File: config.mk
export PLATFORM = sky130hd
export DESIGN_NAME = pipe_reg_file
export DESIGN_NICKNAME = d
export VERILOG_FILES = /design/src/rtl/pipe_reg_file_pkg.sv /design/src/rtl/pipe_reg_file_sb.sv /design/src/rtl/pipe_reg_file.sv
export SDC_FILE = /design/constraint.sdc
export NUM_CORES = 1
export LEC_CHECK = 0
export BUFFER_PORTS_ARGS = -buffer_cell sky130_fd_sc_hd__buf_2
export CORE_ASPECT_RATIO = 2
export CORE_MARGIN = 4
export CORE_UTILIZATION = 45
export CTS_CLUSTER_DIAMETER = 100
export DETAILED_ROUTE_END_ITERATION = 6
export PLACE_DENSITY_LB_ADDON = 0.05
export SYNTH_ARGS = -nofsm -noshare
export SYNTH_HDL_FRONTEND = slang
export SYNTH_HIERARCHICAL = 1
export SYNTH_SLANG_ARGS = --single-unit
File: constraint.sdc
create_clock -name clk -period 2.1 [get_ports clk]
set_input_delay 0.525 -clock clk [delete_from_list [all_inputs] [get_ports clk]]
set_output_delay 0.525 -clock clk [all_outputs]
set_load 0.02 [all_outputs]
File: src/rtl/pipe_reg_file_pkg.sv
// Shared constants and types for the pipelined register file.
// Holds the default geometry and a helper for address-width derivation.
package pipe_reg_file_pkg;

  localparam int DEF_DATA_W   = 16;
  localparam int DEF_NUM_REGS = 8;
  localparam int DEF_PC_STEP  = 2;
  localparam int DEF_AW       = $clog2(DEF_NUM_REGS);

  // Register index at the default geometry.
  typedef logic [DEF_AW-1:0] reg_idx_t;

  // Address width for n registers; never narrower than one bit.
  function automatic int addr_width(input int n);
    return (n > 1) ? $clog2(n) : 1;
  endfunction

endpackage

File: src/rtl/pipe_reg_file_sb.sv
// Pending-write scoreboard: one busy bit per architectural register.
// A write to a register clears its bit; a busy set wins over a same-cycle
// clear. Bit 0 can never be set, so it always reads 0.
module pipe_reg_file_sb
  import pipe_reg_file_pkg::*;
#(
  parameter int  NUM_REGS = DEF_NUM_REGS,
  localparam int AW       = addr_width(NUM_REGS)
) (
  input  logic                clk,
  input  logic                rst,
  input  logic [NUM_REGS-1:0] i_clr,
  input  logic                i_set_en,
  input  logic [AW-1:0]       i_set_addr,
  output logic [NUM_REGS-1:0] o_busy
);

  logic [NUM_REGS-1:0] r_busy;
  logic [NUM_REGS-1:0] w_busy_next;

  for (genvar gi = 0; gi < NUM_REGS; gi++) begin : g_bit
    logic w_set;
    // Address 0 never matches a set, which keeps bit 0 permanently clear.
    assign w_set = i_set_en && (i_set_addr != '0) && (i_set_addr == AW'(gi));
    assign w_busy_next[gi] = w_set ? 1'b1 : (i_clr[gi] ? 1'b0 : r_busy[gi]);
  end

  // Scoreboard state register.
  always_ff @(posedge clk) begin
    if (rst) begin
      r_busy <= '0;
    end else begin
      r_busy <= w_busy_next;
    end
  end

  assign o_busy = r_busy;

endmodule

File: src/rtl/pipe_reg_file.sv
// Multi-ported register file with an auto-incrementing program counter and
// an advisory busy scoreboard.
// Optional feature: define PIPE_REG_FILE_BYPASS_EN to forward same-cycle
// write data onto matching read ports; otherwise reads show stored state.
// Register 0 reads as zero; register PC_IDX is the PC and is kept in r_pc.
module pipe_reg_file
  import pipe_reg_file_pkg::*;
#(
  parameter int  DATA_W   = DEF_DATA_W,
  parameter int  NUM_REGS = DEF_NUM_REGS,
  parameter int  NUM_RD   = 2,
  parameter int  NUM_WR   = 2,
  parameter int  PC_IDX   = NUM_REGS - 1,
  parameter int  PC_STEP  = DEF_PC_STEP,
  localparam int AW       = addr_width(NUM_REGS)
) (
  input  logic                     clk,
  input  logic                     rst,
  input  logic [NUM_RD*AW-1:0]     rd_addr,
  output logic [NUM_RD*DATA_W-1:0] rd_data,
  input  logic [NUM_WR-1:0]        wr_en,
  input  logic [NUM_WR*AW-1:0]     wr_addr,
  input  logic [NUM_WR*DATA_W-1:0] wr_data,
  input  logic                     pc_wr_en,
  input  logic [DATA_W-1:0]        pc_wr_data,
  input  logic                     pc_hold,
  input  logic                     busy_set_en,
  input  logic [AW-1:0]            busy_set_addr,
  output logic [DATA_W-1:0]        pc_out,
  output logic [NUM_REGS-1:0]      busy
);

  logic [DATA_W-1:0]   r_regs [NUM_REGS];
  logic [DATA_W-1:0]   r_pc;

  logic [NUM_REGS-1:0] w_wr_hit;
  logic [DATA_W-1:0]   w_wr_val [NUM_REGS];
  logic                w_pc_load;
  logic [DATA_W-1:0]   w_pc_load_val;
  logic [DATA_W-1:0]   w_pc_next;

  // Per-register write resolution; ports are scanned upward so the
  // highest-numbered port writing an address wins. Address 0 is never hit.
  always_comb begin
    w_wr_hit = '0;
    for (int n = 0; n < NUM_REGS; n++) begin
      w_wr_val[n] = '0;
    end
    for (int p = 0; p < NUM_WR; p++) begin
      for (int n = 1; n < NUM_REGS; n++) begin
        if (wr_en[p] && (wr_addr[p*AW +: AW] == AW'(n))) begin
          w_wr_hit[n] = 1'b1;
          w_wr_val[n] = wr_data[p*DATA_W +: DATA_W];
        end
      end
    end
  end

  // PC next value: explicit load, then a port write to PC_IDX, then
  // auto-increment unless stalled. Addition wraps at DATA_W bits.
  always_comb begin
    w_pc_load     = 1'b0;
    w_pc_load_val = r_pc;
    if (pc_wr_en) begin
      w_pc_load     = 1'b1;
      w_pc_load_val = pc_wr_data;
    end else if (w_wr_hit[PC_IDX]) begin
      w_pc_load     = 1'b1;
      w_pc_load_val = w_wr_val[PC_IDX];
    end
    if (w_pc_load) begin
      w_pc_next = w_pc_load_val;
    end else if (!pc_hold) begin
      w_pc_next = r_pc + DATA_W'(PC_STEP);
    end else begin
      w_pc_next = r_pc;
    end
  end

  // General-purpose register storage; the PC slot lives in r_pc instead.
  always_ff @(posedge clk) begin
    if (rst) begin
      for (int n = 0; n < NUM_REGS; n++) begin
        r_regs[n] <= '0;
      end
    end else begin
      for (int n = 1; n < NUM_REGS; n++) begin
        if ((n != PC_IDX) && w_wr_hit[n]) begin
          r_regs[n] <= w_wr_val[n];
        end
      end
    end
  end

  // Program counter register.
  always_ff @(posedge clk) begin
    if (rst) begin
      r_pc <= '0;
    end else begin
      r_pc <= w_pc_next;
    end
  end

  assign pc_out = r_pc;

  for (genvar gi = 0; gi < NUM_RD; gi++) begin : g_rd
    logic [AW-1:0]     w_addr;
    logic [DATA_W-1:0] w_data;

    assign w_addr = rd_addr[gi*AW +: AW];

    // Combinational read mux: zero register and out-of-range addresses read 0.
    always_comb begin
      w_data = '0;
      if ((w_addr == '0) || (int'(w_addr) >= NUM_REGS)) begin
        w_data = '0;
      end else if (w_addr == AW'(PC_IDX)) begin
`ifdef PIPE_REG_FILE_BYPASS_EN
        w_data = w_pc_load ? w_pc_load_val : r_pc;
`else
        w_data = r_pc;
`endif
      end else begin
`ifdef PIPE_REG_FILE_BYPASS_EN
        w_data = w_wr_hit[w_addr] ? w_wr_val[w_addr] : r_regs[w_addr];
`else
        w_data = r_regs[w_addr];
`endif
      end
    end

    assign rd_data[gi*DATA_W +: DATA_W] = w_data;
  end

  pipe_reg_file_sb #(
    .NUM_REGS (NUM_REGS)
  ) u_sb (
    .clk        (clk),
    .rst        (rst),
    .i_clr      (w_wr_hit),
    .i_set_en   (busy_set_en),
    .i_set_addr (busy_set_addr),
    .o_busy     (busy)
  );

endmodule
==> results.cfg <==
[finish]
nets = 1078
final_cells = 1227
areaGrowthSynthToFinish_pct = 33.6
final_common_cell = nand2_1
final_cell_mix = nand2_1 (153), a21oi_1 (98), edfxtp_1 (96)
drive_gt1_frac = 0.383

[worst_setup_path]
crit_arrival_ns = 1.69
worst_path_largest_cell_delay_ns = 0.29
crit_path_end_kind = output port
crit_required_ns = 1.57
worstSetupPathType = primary input to output port
crit_slowest_cell = a221oi_4
worst_setup_path_start_kind = primary input
cpMostUsedCell = mux2i_1
crit_chain = clkbuf_16 > buf_16 > mux2i_1 > o21ai_1 > mux2i_1 > a221oi_4 > buf_6
worstPathMaxFanout = 6

[timing]
relSlewSlack = 0.167
finalSetupTns_ns = -1.13
setup_viol = 29
setup_slack_ns = -0.115
tightest_slew_ns = 1.24
min_period_ns = 2.22
final.period_utilization = 1.05
max_freq_mhz = 451
rsz0062_at_grt = true
hold_violations = 0
report.final.slew_viol_count = 0
fin_skew_ns = 0.00506
whs_ns = 0.397

[logic_synthesis]
syn_inst = 841
synth-seq-area-share = 0.430
synthFlopType = edfxtp_1
yosys_warnings = 6
synthesis.area_sq_mm = 0.00783
syn_nets = 912
synthArstFlopShare = 0
synth_enable_flop_cells = 96
ys_ff_latch = 120
syn_avg_cell_area_sq_um = 9.31
ys_types = 57

[power_and_ir_drop]
net-switching-power_mw = 2.05
switching_share = 0.291
internal_power_mw = 4.98
p_total_mw = 7.03
p_comb_frac = 0.240
powerDensity_mw_per_mm2 = 672
seq_power_share = 0.416
p_clk_frac = 0.344
p_leak_nw = 4.14
vdd_drop_max_v = 0.000630

[global_routing]
grt_pass1_wl_um = 44900
first_global_vias = 7898
grt_use_total = 0.298
grt_antenna_before_repair = 2
grt_max_degree = 46
grt.overflow.total = 0

[floorplan]
design.core.area_sq_mm = 0.0172
dieArea_sq_mm = 0.0197
io_pins = 126
row_count = 68
start_util = 0.456
die_h_um = 195
die_w_um = 101

[route]
drc = 0
routedWlPerCell_um = 23.6
first_pass_iters = 5
ant_nets = 0
drt_iter0_drc = 539
vias_per_cell = 6.29
vias = 7714
routed_wl_um = 29000

[placed_design]
dp_hpwl_um = 21300
dpl.cell_count = 1183
portBuffers = 125
gp_congestion = 0.918

[cts]
h-tree-depth = 4
clock-sinks = 120
ctsLongestPathBuffers = 2
cts_hold_buf = 0
numCtsBuffers = 17
clk_pin_slew_worst_paths_ns = 0.05
clk_latency_ns = 0.41
clockRootBuffer = clkbuf_16
cts_tree = yes

[min_path]
hp-class = primary input to register

[run_status]
run_status = finished, violations left
violations = negative setup slack

[job]
maxCapViolCount = 0
-- registers in the layout, summed over array words and instances (netlist names) --
signal	flops
r_regs	96
u_sb/o_busy	8
pc_out	16
-- metal layers --
| layer | track usage | up-vias | routed length (um) |
|---|---|---|---|
| met4 | 0.127 | 0 | 1070 |
| met1 | 0.362 | 3736 | 10800 |
| met2 | 0.518 | 411 | 15400 |
| met5 | 0 | - | 0 |
| li1 | - | 3488 | - |
| met3 | 0.0359 | 79 | 1810 |
-- power by group through the flow --
stage / clock network [mW] / logic, mW / registers [mW]
after global placement: 0 / 1.41 / 2.95
after floorplan: 0 / 0.852 / 2.92
final: 2.42 / 1.69 / 2.93
after global routing: 2.56 / 1.80 / 2.94
after CTS: 2.44 / 1.60 / 2.91
after detailed placement: 0 / 1.44 / 2.96
-- cell families after synthesis --
logic type | Yosys count | share of synthesized area
other cells | 1 | 0.000479
buf+inv | 93 | 0.0510
mux | 64 | 0.130
compound gates | 242 | 0.196
fa+ha+maj | 1 | 0.00160
xor+xnor | 1 | 0.00112
simple gates | 319 | 0.190
flops | 120 | 0.430
-- worst max-delay path: cells and delay by family --
family	cells	cell delay, ns
AO/OA/AOI/OAI	2	0.47
multiplexers	2	0.26
buffers and inverters	3	0.44
-- what timing repair did --
action	CTS	global route
pin swaps	19	14
setup endpoints to repair	32	32
buffers inserted	7	3
cloned	3	2
gates resized for setup	99	45
-- per-stage QoR --
step                utilization  instance area (sq um)  worst slack, ns
finish                    0.609                  10500           -0.115
global route              0.609                  10500           -0.204
detailed placement        0.541                   9300           -0.313
floorplan                     -                   8020         -0.00606
CTS                       0.593                  10200           -0.105
global placement          0.541                   9300           -0.263
-- worst paths after layout --
path | from | endpoint | slack [ns] | cells after the start
worst min-delay path | rst | u_sb/o_busy[2]$_SDFFE_PP0P_ | 0.40 | 2
worst max register to register | pc_out[6]$_SDFFE_PP0P_ | pc_out[15]$_SDFFE_PP0P_ | 0.29 | 5
worst max-delay path | rd_addr[3] | rd_data[28] | -0.12 | 7
worst min register to register | u_sb/o_busy[4]$_SDFFE_PP0P_ | u_sb/o_busy[4]$_SDFFE_PP0P_ | 0.48 | 2
-- synthesized netlist by cell type, drive strengths merged, types with 21 or more instances --
| cell | instances | area [sq um] |
|---|---|---|
| nand2 | 168 | 636 |
| a21oi | 109 | 546 |
| edfxtp | 96 | 2880 |
| nor2 | 56 | 213 |
| a22oi | 49 | 368 |
| clkbuf | 41 | 154 |
| buf | 30 | 163 |
| mux2 | 29 | 327 |
| mux4 | 27 | 608 |
| dfxtp | 24 | 480 |
| o21ai | 23 | 115 |
| inv | 22 | 82.6 |
| a221oi | 21 | 190 |
-- cell type report --
cell class / instances / area (sq um)
diodes: 2 / 5.00
clock buffers: 20 / 437
clock inverters: 7 / 35.0
fillers: 1475 / 6730
inverters: 22 / 82.6
multi-input cells: 628 / 4420
flip-flops and latches: 120 / 3380
well taps: 210 / 263
repair buffers: 218 / 1840
(Power assumes the default switching activity.)
